File: src/rtl/key_led_pattern_pkg.sv
// Shared mode encoding and limits for the key-driven LED pattern block.
// KEY_LED_BREATH_EN adds the BREATH mode and moves the wrap point to it.
package key_led_pkg;

  typedef enum logic [2:0] {
    MODE_OFF    = 3'd0,
    MODE_ON     = 3'd1,
    MODE_BLINK  = 3'd2,
    MODE_RUN    = 3'd3,
    MODE_PING   = 3'd4,
    MODE_BREATH = 3'd5
  } mode_e;

  localparam int NUM_SPEED = 4;

`ifdef KEY_LED_BREATH_EN
  localparam mode_e MODE_LAST = MODE_BREATH;
`else
  localparam mode_e MODE_LAST = MODE_PING;
`endif

  function automatic mode_e nextMode(input mode_e m);
    return (m == MODE_LAST) ? MODE_OFF : mode_e'(m + 3'd1);
  endfunction

endpackage

File: src/rtl/key_led_pattern_if.sv
// Board-side bundle: raw key pins in, LED drive and status out.
interface key_led_pattern_if #(
  parameter int NUM_LED = 4
);
  logic [1:0]         key;
  logic [NUM_LED-1:0] led;
  logic [2:0]         mode;
  logic [1:0]         speed;

  modport master (output key, input led, mode, speed);
  modport slave  (input key, output led, mode, speed);
endinterface

File: src/rtl/key_led_pattern_debounce.sv
// One push-button: 2-flop synchroniser, debounce counter and a 1-cycle
// press pulse on the accepted released->pressed transition.
module key_debounce #(
  parameter int DEBOUNCE_CYC = 1_000_000
) (
  input  logic sys_clk,
  input  logic sys_rst,
  input  logic key_i,
  output logic press_o
);

  localparam int CW = $clog2(DEBOUNCE_CYC + 1);

  logic          sync1_q, sync2_q;
  logic          stable_q, stable_d;
  logic          press_q, press_d;
  logic [CW-1:0] cnt_q, cnt_d;

  always_ff @(posedge sys_clk or posedge sys_rst) begin
    if (sys_rst) begin
      sync1_q  <= 1'b1;
      sync2_q  <= 1'b1;
      stable_q <= 1'b1;
      press_q  <= 1'b0;
      cnt_q    <= '0;
    end else begin
      sync1_q  <= key_i;
      sync2_q  <= sync1_q;
      stable_q <= stable_d;
      press_q  <= press_d;
      cnt_q    <= cnt_d;
    end
  end

  // The level flips once the synced value has disagreed for DEBOUNCE_CYC
  // cycles beyond the first mismatch; only the falling flip is an event.
  always_comb begin
    stable_d = stable_q;
    press_d  = 1'b0;
    cnt_d    = '0;
    if (sync2_q != stable_q) begin
      if (cnt_q == CW'(DEBOUNCE_CYC)) begin
        stable_d = sync2_q;
        press_d  = ~sync2_q;
      end else begin
        cnt_d = cnt_q + CW'(1);
      end
    end
  end

  assign press_o = press_q;

endmodule

File: src/rtl/key_led_pattern.sv
// Two-key LED pattern generator: key[0] cycles the mode, key[1] the speed.
// Define KEY_LED_BREATH_EN to add the PWM BREATH mode.
module key_led_pattern
  import key_led_pkg::*;
#(
  parameter int NUM_LED      = 4,
  parameter int CNT_TICK     = 25_000_000,
  parameter int DEBOUNCE_CYC = 1_000_000
) (
  input logic              sys_clk,
  input logic              sys_rst,
  key_led_pattern_if.slave bus
);

  localparam int                 TW  = $clog2(CNT_TICK);
  localparam logic [NUM_LED-1:0] ONE = NUM_LED'(1);

  logic               modePress, speedPress, tick;
  mode_e              mode_q, mode_d;
  logic [1:0]         speed_q, speed_d;
  logic [TW-1:0]      cnt_q, cnt_d, lastCnt;
  logic [31:0]        period;
  logic               load_q;
  logic [NUM_LED-1:0] led_q, led_d;
  logic               dir_q, dir_d;
`ifdef KEY_LED_BREATH_EN
  logic [7:0]         pwm_q, pwm_d, duty_q, duty_d;
  logic               dutyUp_q, dutyUp_d;
  logic [TW-1:0]      bdiv_q, bdiv_d, stepLast;
`endif

  key_debounce #(.DEBOUNCE_CYC(DEBOUNCE_CYC)) u_key0 (
    .sys_clk(sys_clk), .sys_rst(sys_rst), .key_i(bus.key[0]), .press_o(modePress)
  );
  key_debounce #(.DEBOUNCE_CYC(DEBOUNCE_CYC)) u_key1 (
    .sys_clk(sys_clk), .sys_rst(sys_rst), .key_i(bus.key[1]), .press_o(speedPress)
  );

  assign period  = 32'(CNT_TICK) >> speed_q;
  assign lastCnt = TW'(period - 32'd1);
  assign tick    = (cnt_q == lastCnt);
`ifdef KEY_LED_BREATH_EN
  assign stepLast = ((period >> 9) == 32'd0) ? '0 : TW'((period >> 9) - 32'd1);
`endif

  always_ff @(posedge sys_clk or posedge sys_rst) begin
    if (sys_rst) begin
      mode_q   <= MODE_OFF;
      speed_q  <= '0;
      cnt_q    <= '0;
      load_q   <= 1'b0;
      led_q    <= '0;
      dir_q    <= 1'b1;
`ifdef KEY_LED_BREATH_EN
      pwm_q    <= '0;
      duty_q   <= '0;
      dutyUp_q <= 1'b1;
      bdiv_q   <= '0;
`endif
    end else begin
      mode_q   <= mode_d;
      speed_q  <= speed_d;
      cnt_q    <= cnt_d;
      load_q   <= modePress;
      led_q    <= led_d;
      dir_q    <= dir_d;
`ifdef KEY_LED_BREATH_EN
      pwm_q    <= pwm_d;
      duty_q   <= duty_d;
      dutyUp_q <= dutyUp_d;
      bdiv_q   <= bdiv_d;
`endif
    end
  end

  // Any press restarts the step timer so the new mode/speed begins cleanly.
  always_comb begin
    mode_d  = modePress ? nextMode(mode_q) : mode_q;
    speed_d = speed_q + {1'b0, speedPress};
    cnt_d   = (modePress || speedPress || tick) ? '0 : cnt_q + TW'(1);
  end

  // load_q marks the cycle after a mode press, when the new mode seeds its pattern.
  always_comb begin
    led_d = led_q;
    dir_d = dir_q;
`ifdef KEY_LED_BREATH_EN
    pwm_d    = pwm_q;
    duty_d   = duty_q;
    dutyUp_d = dutyUp_q;
    bdiv_d   = bdiv_q;
`endif
    case (mode_q)
      MODE_OFF:   led_d = '0;
      MODE_ON:    led_d = '1;
      MODE_BLINK: begin
        if (load_q)    led_d = '1;
        else if (tick) led_d = ~led_q;
      end
      MODE_RUN: begin
        if (load_q)    led_d = ONE;
        else if (tick) led_d = (led_q << 1) | (led_q >> (NUM_LED - 1));
      end
      MODE_PING: begin
        if (load_q) begin
          led_d = ONE;
          dir_d = 1'b1;
        end else if (NUM_LED == 1) begin
          led_d = ONE;
        end else if (tick) begin
          if (dir_q) begin
            if (led_q[NUM_LED-1]) begin
              dir_d = 1'b0;
              led_d = led_q >> 1;
            end else begin
              led_d = led_q << 1;
            end
          end else begin
            if (led_q[0]) begin
              dir_d = 1'b1;
              led_d = led_q << 1;
            end else begin
              led_d = led_q >> 1;
            end
          end
        end
      end
`ifdef KEY_LED_BREATH_EN
      MODE_BREATH: begin
        if (load_q) begin
          led_d    = '0;
          pwm_d    = '0;
          duty_d   = '0;
          dutyUp_d = 1'b1;
          bdiv_d   = '0;
        end else begin
          led_d = {NUM_LED{pwm_q < duty_q}};
          pwm_d = pwm_q + 8'd1;
          if (bdiv_q == stepLast) begin
            bdiv_d = '0;
            if (dutyUp_q) begin
              if (duty_q == 8'd255) begin
                dutyUp_d = 1'b0;
                duty_d   = 8'd254;
              end else begin
                duty_d = duty_q + 8'd1;
              end
            end else begin
              if (duty_q == 8'd0) begin
                dutyUp_d = 1'b1;
                duty_d   = 8'd1;
              end else begin
                duty_d = duty_q - 8'd1;
              end
            end
          end else begin
            bdiv_d = bdiv_q + TW'(1);
          end
        end
      end
`endif
      default: led_d = '0;
    endcase
  end

  assign bus.led   = led_q;
  assign bus.mode  = mode_q;
  assign bus.speed = speed_q;

endmodule

File: src/flat_wrapper.sv
// flat-port wrapper written by rule: the top's interface ports become plain ports
module key_led_pattern_flat import key_led_pkg::*;
#(
  parameter int NUM_LED      = 4,
  parameter int CNT_TICK     = 25_000_000,
  parameter int DEBOUNCE_CYC = 1_000_000
)
  (sys_clk, sys_rst, bus_key, bus_led, bus_mode, bus_speed);
  key_led_pattern_if #(.NUM_LED(NUM_LED)) bus_i ();
  input logic sys_clk;
  input logic sys_rst;
  input wire logic [$bits(bus_i.key)-1:0] bus_key;
  output wire logic [$bits(bus_i.led)-1:0] bus_led;
  output wire logic [$bits(bus_i.mode)-1:0] bus_mode;
  output wire logic [$bits(bus_i.speed)-1:0] bus_speed;
  assign bus_i.key = bus_key;
  assign bus_led = bus_i.led;
  assign bus_mode = bus_i.mode;
  assign bus_speed = bus_i.speed;
  key_led_pattern #(.NUM_LED(NUM_LED), .CNT_TICK(CNT_TICK), .DEBOUNCE_CYC(DEBOUNCE_CYC)) u_core (.sys_clk(sys_clk), .sys_rst(sys_rst), .bus(bus_i));
endmodule
File: config.mk
export PLATFORM = sky130hd
export DESIGN_NAME = key_led_pattern_flat
export DESIGN_NICKNAME = d
export VERILOG_FILES = /design/src/rtl/key_led_pattern_pkg.sv /design/src/rtl/key_led_pattern_if.sv /design/src/rtl/key_led_pattern_debounce.sv /design/src/rtl/key_led_pattern.sv /design/src/flat_wrapper.sv
export SDC_FILE = /design/constraint.sdc
export NUM_CORES = 1
export LEC_CHECK = 0
export ABC_AREA = 1
export CAP_MARGIN = 20
export CORE_MARGIN = 2
export CORE_UTILIZATION = 45
export CTS_CLUSTER_SIZE = 30
export DETAILED_ROUTE_END_ITERATION = 10
export GPL_TIMING_DRIVEN = 0
export PLACE_DENSITY_LB_ADDON = 0.08
export SLEW_MARGIN = 20
export SYNTH_ARGS = -nofsm -noshare
export SYNTH_HDL_FRONTEND = slang
export SYNTH_SLANG_ARGS = --single-unit
File: constraint.sdc
create_clock -name sys_clk -period 3.1 [get_ports sys_clk]
set_input_delay 0.62 -clock sys_clk [delete_from_list [all_inputs] [get_ports sys_clk]]
set_output_delay 0.62 -clock sys_clk [all_outputs]
set_load 0.02 [all_outputs]
# Yosys cells after proc, flatten, opt, wreduce, memory -nomap -nowiden
# Index checks and enable logic that the tools add are counted.
[word_totals]
reg_bits = 84
latchBits = 0
mem_bits_rw = 0
rom_bits = 0
out_inout_bits = 9
word_cells = 71
memories = 0
[op_classes]
n_addsub = 6
multipliers = 0
div_mod_pow = 0
n_lt_le_gt_ge = 0
n_eq_ne = 12
n_shift = 1
n_mux = 25
n_bitwise = 4
reduce_logical = 7
[op_table]
columns = ["operator", "n"]
rows = [
  ["$mux 20", 4],
  ["$add 20x1->20 const B", 2],
  ["$eq 20x20->1 const B", 2],
  ["$mux 4", 9],
  ["$add 25x1->25 const B", 1],
  ["$eq 25x25->1", 1],
  ["$mux 25", 1],
  ["$shr 25x2->25 const A", 1],
  ["$sub 25x1->25 const B", 1],
  ["$pmux 4 s4", 1],
  ["$mux 1", 9],
  ["$ne 3x1->1 const B", 3],
  ["$eq 3x2->1 const B", 2],
  ["$reduce_and 2->1", 3],
  ["$not 4->4", 1],
  ["$or 4x1->4", 1],
  ["$add 3x1->3 const B", 1],
  ["$eq 3x1->1 const B", 1],
  ["$eq 3x3->1 const B", 1],
  ["$mux 3", 1],
  ["$reduce_and 3->1", 1],
  ["$add 2x1->2", 1],
  ["$logic_or 1x1->1", 2],
  ["$ne 1x1->1", 2],
  ["other kinds (2)", 3],
]

# Depth between registers and ports, before layout
[logic_depth]
depth_word = 6
depth_mapped = 14
depth_no_buf = 13

# Hierarchy
# A second synthesis with hierarchy kept.
[hier_totals]
cells_unflattened = 670
area_unflattened_um2 = 5049.8
[modules_own_cells]
columns = ["mod", "instances", "cells_per_inst", "area_each_um2"]
rows = [
  ["key_debounce", 2, 170, 1325.0],
  ["key_led_pattern", 1, 330, 2399.8],
]

# Least setup slack after synthesis
# Ideal clock, no wire load.
[synth_timing]
kind = "reg-to-reg"
startpoint = "reg u_core.mode_q[0], in the netlist u_core.bus.mode[0]"
endpoint = "reg u_core.led_q[1], in the netlist u_core.bus.led[1]"
setup_time_ps = 118
t_arrival_ps = 1508
required_ps = 2982
slack_ps = 1475
path_stages_with_launch = 9
n_path_buf = 0
cell_sequence = "dfrtp_1 inv_1 ha_1 nand2_1 nand2_1 a211oi_1 a31oi_1 nand2_1 nand2_1"
[synth_via]
elab_chain_cells = 3
[synth_rtl]
columns = ["element", "line", "source"]
rows = [
  ["from (decl)", "key_led_pattern.sv:19", "mode_e mode_q, mode_d;"],
  ["from (signal assigned)", "key_led_pattern.sv:61", "mode_q <= mode_d;"],
  ["$eq 3x3->1 or $eq 3x2->1 (tied branches)", "key_led_pattern.sv:93", "case (mode_q)"],
  ["$ne 3x1->1 (no source line)", "--", ""],
  ["$reduce_and 3->1 (no source line)", "--", ""],
  ["to (signal assigned)", "key_led_pattern.sv:65", "led_q <= led_d;"],
  ["to (decl)", "key_led_pattern.sv:24", "logic [NUM_LED-1:0] led_q, led_d;"],
]
# Several ways; a longest one is shown, not always the timed one.
# A chain may end at the register's enable or synchronous reset.

# Final worst setup path
[layout_timing]
startpoint = "reg u_core.led_q[0], in the netlist u_core.bus.led[0]"
endpoint = "out bus_led[0]"
[layout_rtl]
columns = ["element", "line", "source"]
rows = [
  ["to (decl)", "flat_wrapper.sv:13", "output wire logic [$bits(bus_i.led)-1:0] bus_led;"],
]
# No word-level cell between the ends.

==> impl_metrics.csv <==
group,metric,value,unit
logic_synthesis,synth_top_family_by_area,"simple AND/OR/NAND/NOR gates",
logic_synthesis,synth_seq_area_share,0.4416,
run_status,outcome,"finished clean",
place,port_buffers,12,
sta,min_period,2120,ps
flow_run,drv_cap,0,
layout,antenna_cells,0,
die,die_y,107.1,µm
logic_synthesis,synthSimpleGateAreaFrac,0.3202,
routing,ant_nets,0,
routing,wl_per_cell,12.33,µm
layout,final_common_cell,"nand2_1",
setup_path,worst-path-buf-inv,1,
die,core-area,0.01032,mm²
sta,setup_viol,0,
pwr,power_frac_seq,0.544,
layout,utilization,0.5150,
cts,post-cts-setup-buffers,0,
sta,clock_skew,13.03,ps
logic_synthesis,synth-seq-cells,84,
sta,finalMaxSlewViolations,0,
layout,area_delta_synth_final,11.23,%
logic_synthesis,syn_nets,638,
routing,first_iter_violations,193,
pwr,swShare,0.2246,
grt,grt_antenna_before_repair,0,
setup_path,cp_top_family,"buffers and inverters",
pwr,p_comb_frac,0.032,
setup_path,crit_path_max_incr_delay,650,ps
setup_path,cp_data_arrival_time,1500,ps
grt,grt_usage,0.1883,
die,ioPinCount,13,
grt,grt_pass1_vias,3816,
cts,cts.clk_slew.worst_paths,90,ps
cts,cts_resized,0,
logic_synthesis,netlist_instances,623,
routing,viasPerCell,4.989,
grt,grt_pass1_wl,17.29,mm
cts,cts_root_buf,"clkbuf_8",
layout,drive_gt1_frac,0.07515,
logic_synthesis,synth.avg_cell_area,7.672,µm²
pwr,total_power,2.043,mW
sta,slew_headroom,0.6513,
routing,routed_wl,9.713,mm
setup_path,path_max_fanout,8,
sta,hold_viol_final,0,
cts,cts_sinks,84,
cts,insertion_delay,360,ps
place,routabilityCongestion,0.9146,
routing,via_count,3931,
sta,setup_ws,979.7,ps
setup_path,slowest_stage,"clkdlybuf4s50_1",
die,rows,37,
pwr,powerDensity,384.3,mW/mm²
pwr,p_sw,458.8,µW
logic_synthesis,ys_warn_count,0,
hold_path,hold_class,"register to register",
cts,postCtsHoldBufs,0,
pwr,leakage,2.405,nW
logic_synthesis,netlist_area,0.004780,mm²
die,dieWidth,107.1,µm
sta,grt_setup_unrepaired,"no",
setup_path,worstPathCellList,"clkdlybuf4s50_1",
setup_path,crit_path_start_kind,"register",
cts,cts_tree,"done",
sta,timing.fmax,471.6,MHz
sta,fin_crit_sh,0.6840,
pwr,internal-power,1.584,mW
setup_path,worst-setup-path-type,"register to primary output",
logic_synthesis,synth-compound-area-share,0.06571,
cts,htreeDepth,3,
setup_path,critPathRequiredTime,2480,ps
layout,n_fill_cell,1001,
logic_synthesis,synthMuxAreaShare,0,
layout,fin_nets,662,
routing,first_pass_iters,4,
die,die_area,0.01146,mm²
pwr,p_clk_frac,0.424,
die,start_util,0.4630,
grt,grt_overflow,0,
logic_synthesis,synthXorXnorAreaFrac,0.06047,
place,dp_hpwl,7.025,mm
pwr,vdd_drop_max,0.2004,mV
logic_synthesis,synthAdderAreaFrac,0.02880,
place,dp_slack,1233,ps
setup_path,cp-end-kind,"primary output",
cts,cts_buffers,9,
layout,final_cell_mix,"nand2_1 (127), nor2_1 (94), inv_1 (85)",
cts,cts_buffer_depth,2,
routing,post-route-drc-count,0,
logic_synthesis,ys_types,38,
grt,grt_max_degree,56,
sta,tightest_slew,520.0,ps
==> cell families after synthesis <==
logic type | after synthesis
AO/OA/AOI/OAI | 57
XOR/XNOR | 33
adder cells (fa/ha/maj) | 11
buffers and inverters | 95
flip-flops | 84
AND/OR/NAND/NOR | 343
==> stage by stage <==
stage	setup TNS, ps	cells	instance area (µm²)	hold slack [ps]
6_report	0	788	5316	353.9
5_1_grt	0	788	5316	358.6
4_1_cts	0	788	5316	360.4
3_5_place_dp	0	772	5100	347.5
3_3_place_gp	-87110	771	5070	345.9
2_1_floorplan	0	623	4780	345.2
==> synthesized netlist by cell type, drive strengths merged <==
cell type	number	area (µm²)
dfstp	7	183.9
ha	11	137.6
nor4	2	12.51
clkbuf	1	3.750
nor2	102	407.9
a21oi	23	115.1
nand3	49	255.3
dfrtp	77	1927
xnor2	7	61.31
o21ai	19	95.09
nand2	133	529.3
nand4	14	87.58
a31oi	7	43.79
a211oi	1	7.510
buf	4	48.80
o22ai	1	6.260
o21a	3	22.52
xor2	26	227.7
inv	90	345.3
and2	2	12.51
o21bai	1	7.510
a22o	1	8.760
nor3b	1	7.510
a21boi	1	7.510
nor3	39	211.5
or2	1	6.260
==> final timing paths <==
check / slack, ps / cells after the start / end / from
max in group asynchronous: 1840 / 3 / u_core.u_key1.stable_q / sys_rst
hold reg to reg: 350 / 0 / u_core.u_key0.sync2_q / u_core.u_key0.sync1_q
min in group asynchronous: 590 / 2 / u_core.bus.mode[1] / sys_rst
hold / removal: 350 / 0 / u_core.u_key0.sync2_q / u_core.u_key0.sync1_q
setup / recovery: 980 / 1 / bus_led[0] / u_core.bus.led[0]
setup reg to reg: 1190 / 11 / u_core.cnt_q[24] / u_core.cnt_q[0]
==> metal layers <==
layer / vias to the layer above / part of all wire / GRT usage
li1: 2037 / - / -
met1: 1816 / 0.50 / 0.2521
met2: 61 / 0.45 / 0.3011
met3: 17 / 0.029 / 0.02918
met4: 0 / 0.022 / 0.08442
met5: - / 0 / 0
==> power by group through the flow <==
| stage | registers [mW] | logic, mW | clock network [mW] |
|---|---|---|---|
| after floorplan | 1.13 | 0.0458 | 0 |
| after global placement | 1.13 | 0.0635 | 0 |
| after detailed placement | 1.13 | 0.0693 | 0 |
| after CTS | 1.11 | 0.0694 | 0.903 |
| after global routing | 1.11 | 0.0788 | 0.947 |
| final | 1.11 | 0.0658 | 0.865 |
==> final cells by class <==
type	instances	area, µm²	share of cell area
clock buffer	11	131.4	0.02471
timing repair buffer	13	147.6	0.02777
multi-input combinational	444	2271	0.4272
sequential	84	2111	0.3970
tap	136	170.2	0.03201
buffer	5	52.55	0.009885
clock inverter	5	85.08	0.01600
inverter	90	347.8	0.06543
==> flip-flops by register name (all words and copies together) (netlist names) <==
register	count
u_core.cnt_q	25
u_core.u_key0.cnt_q	20
u_core.u_key1.cnt_q	20
u_core.bus.led	4
u_core.bus.mode	3
u_core.bus.speed	2
u_core.dir_q	1
u_core.load_q	1
u_core.u_key0.press_o	1
u_core.u_key0.stable_q	1
u_core.u_key0.sync1_q	1
u_core.u_key0.sync2_q	1
u_core.u_key1.press_o	1
u_core.u_key1.stable_q	1
u_core.u_key1.sync1_q	1
u_core.u_key1.sync2_q	1
No activity file was read; power rests on OpenSTA's default activity.
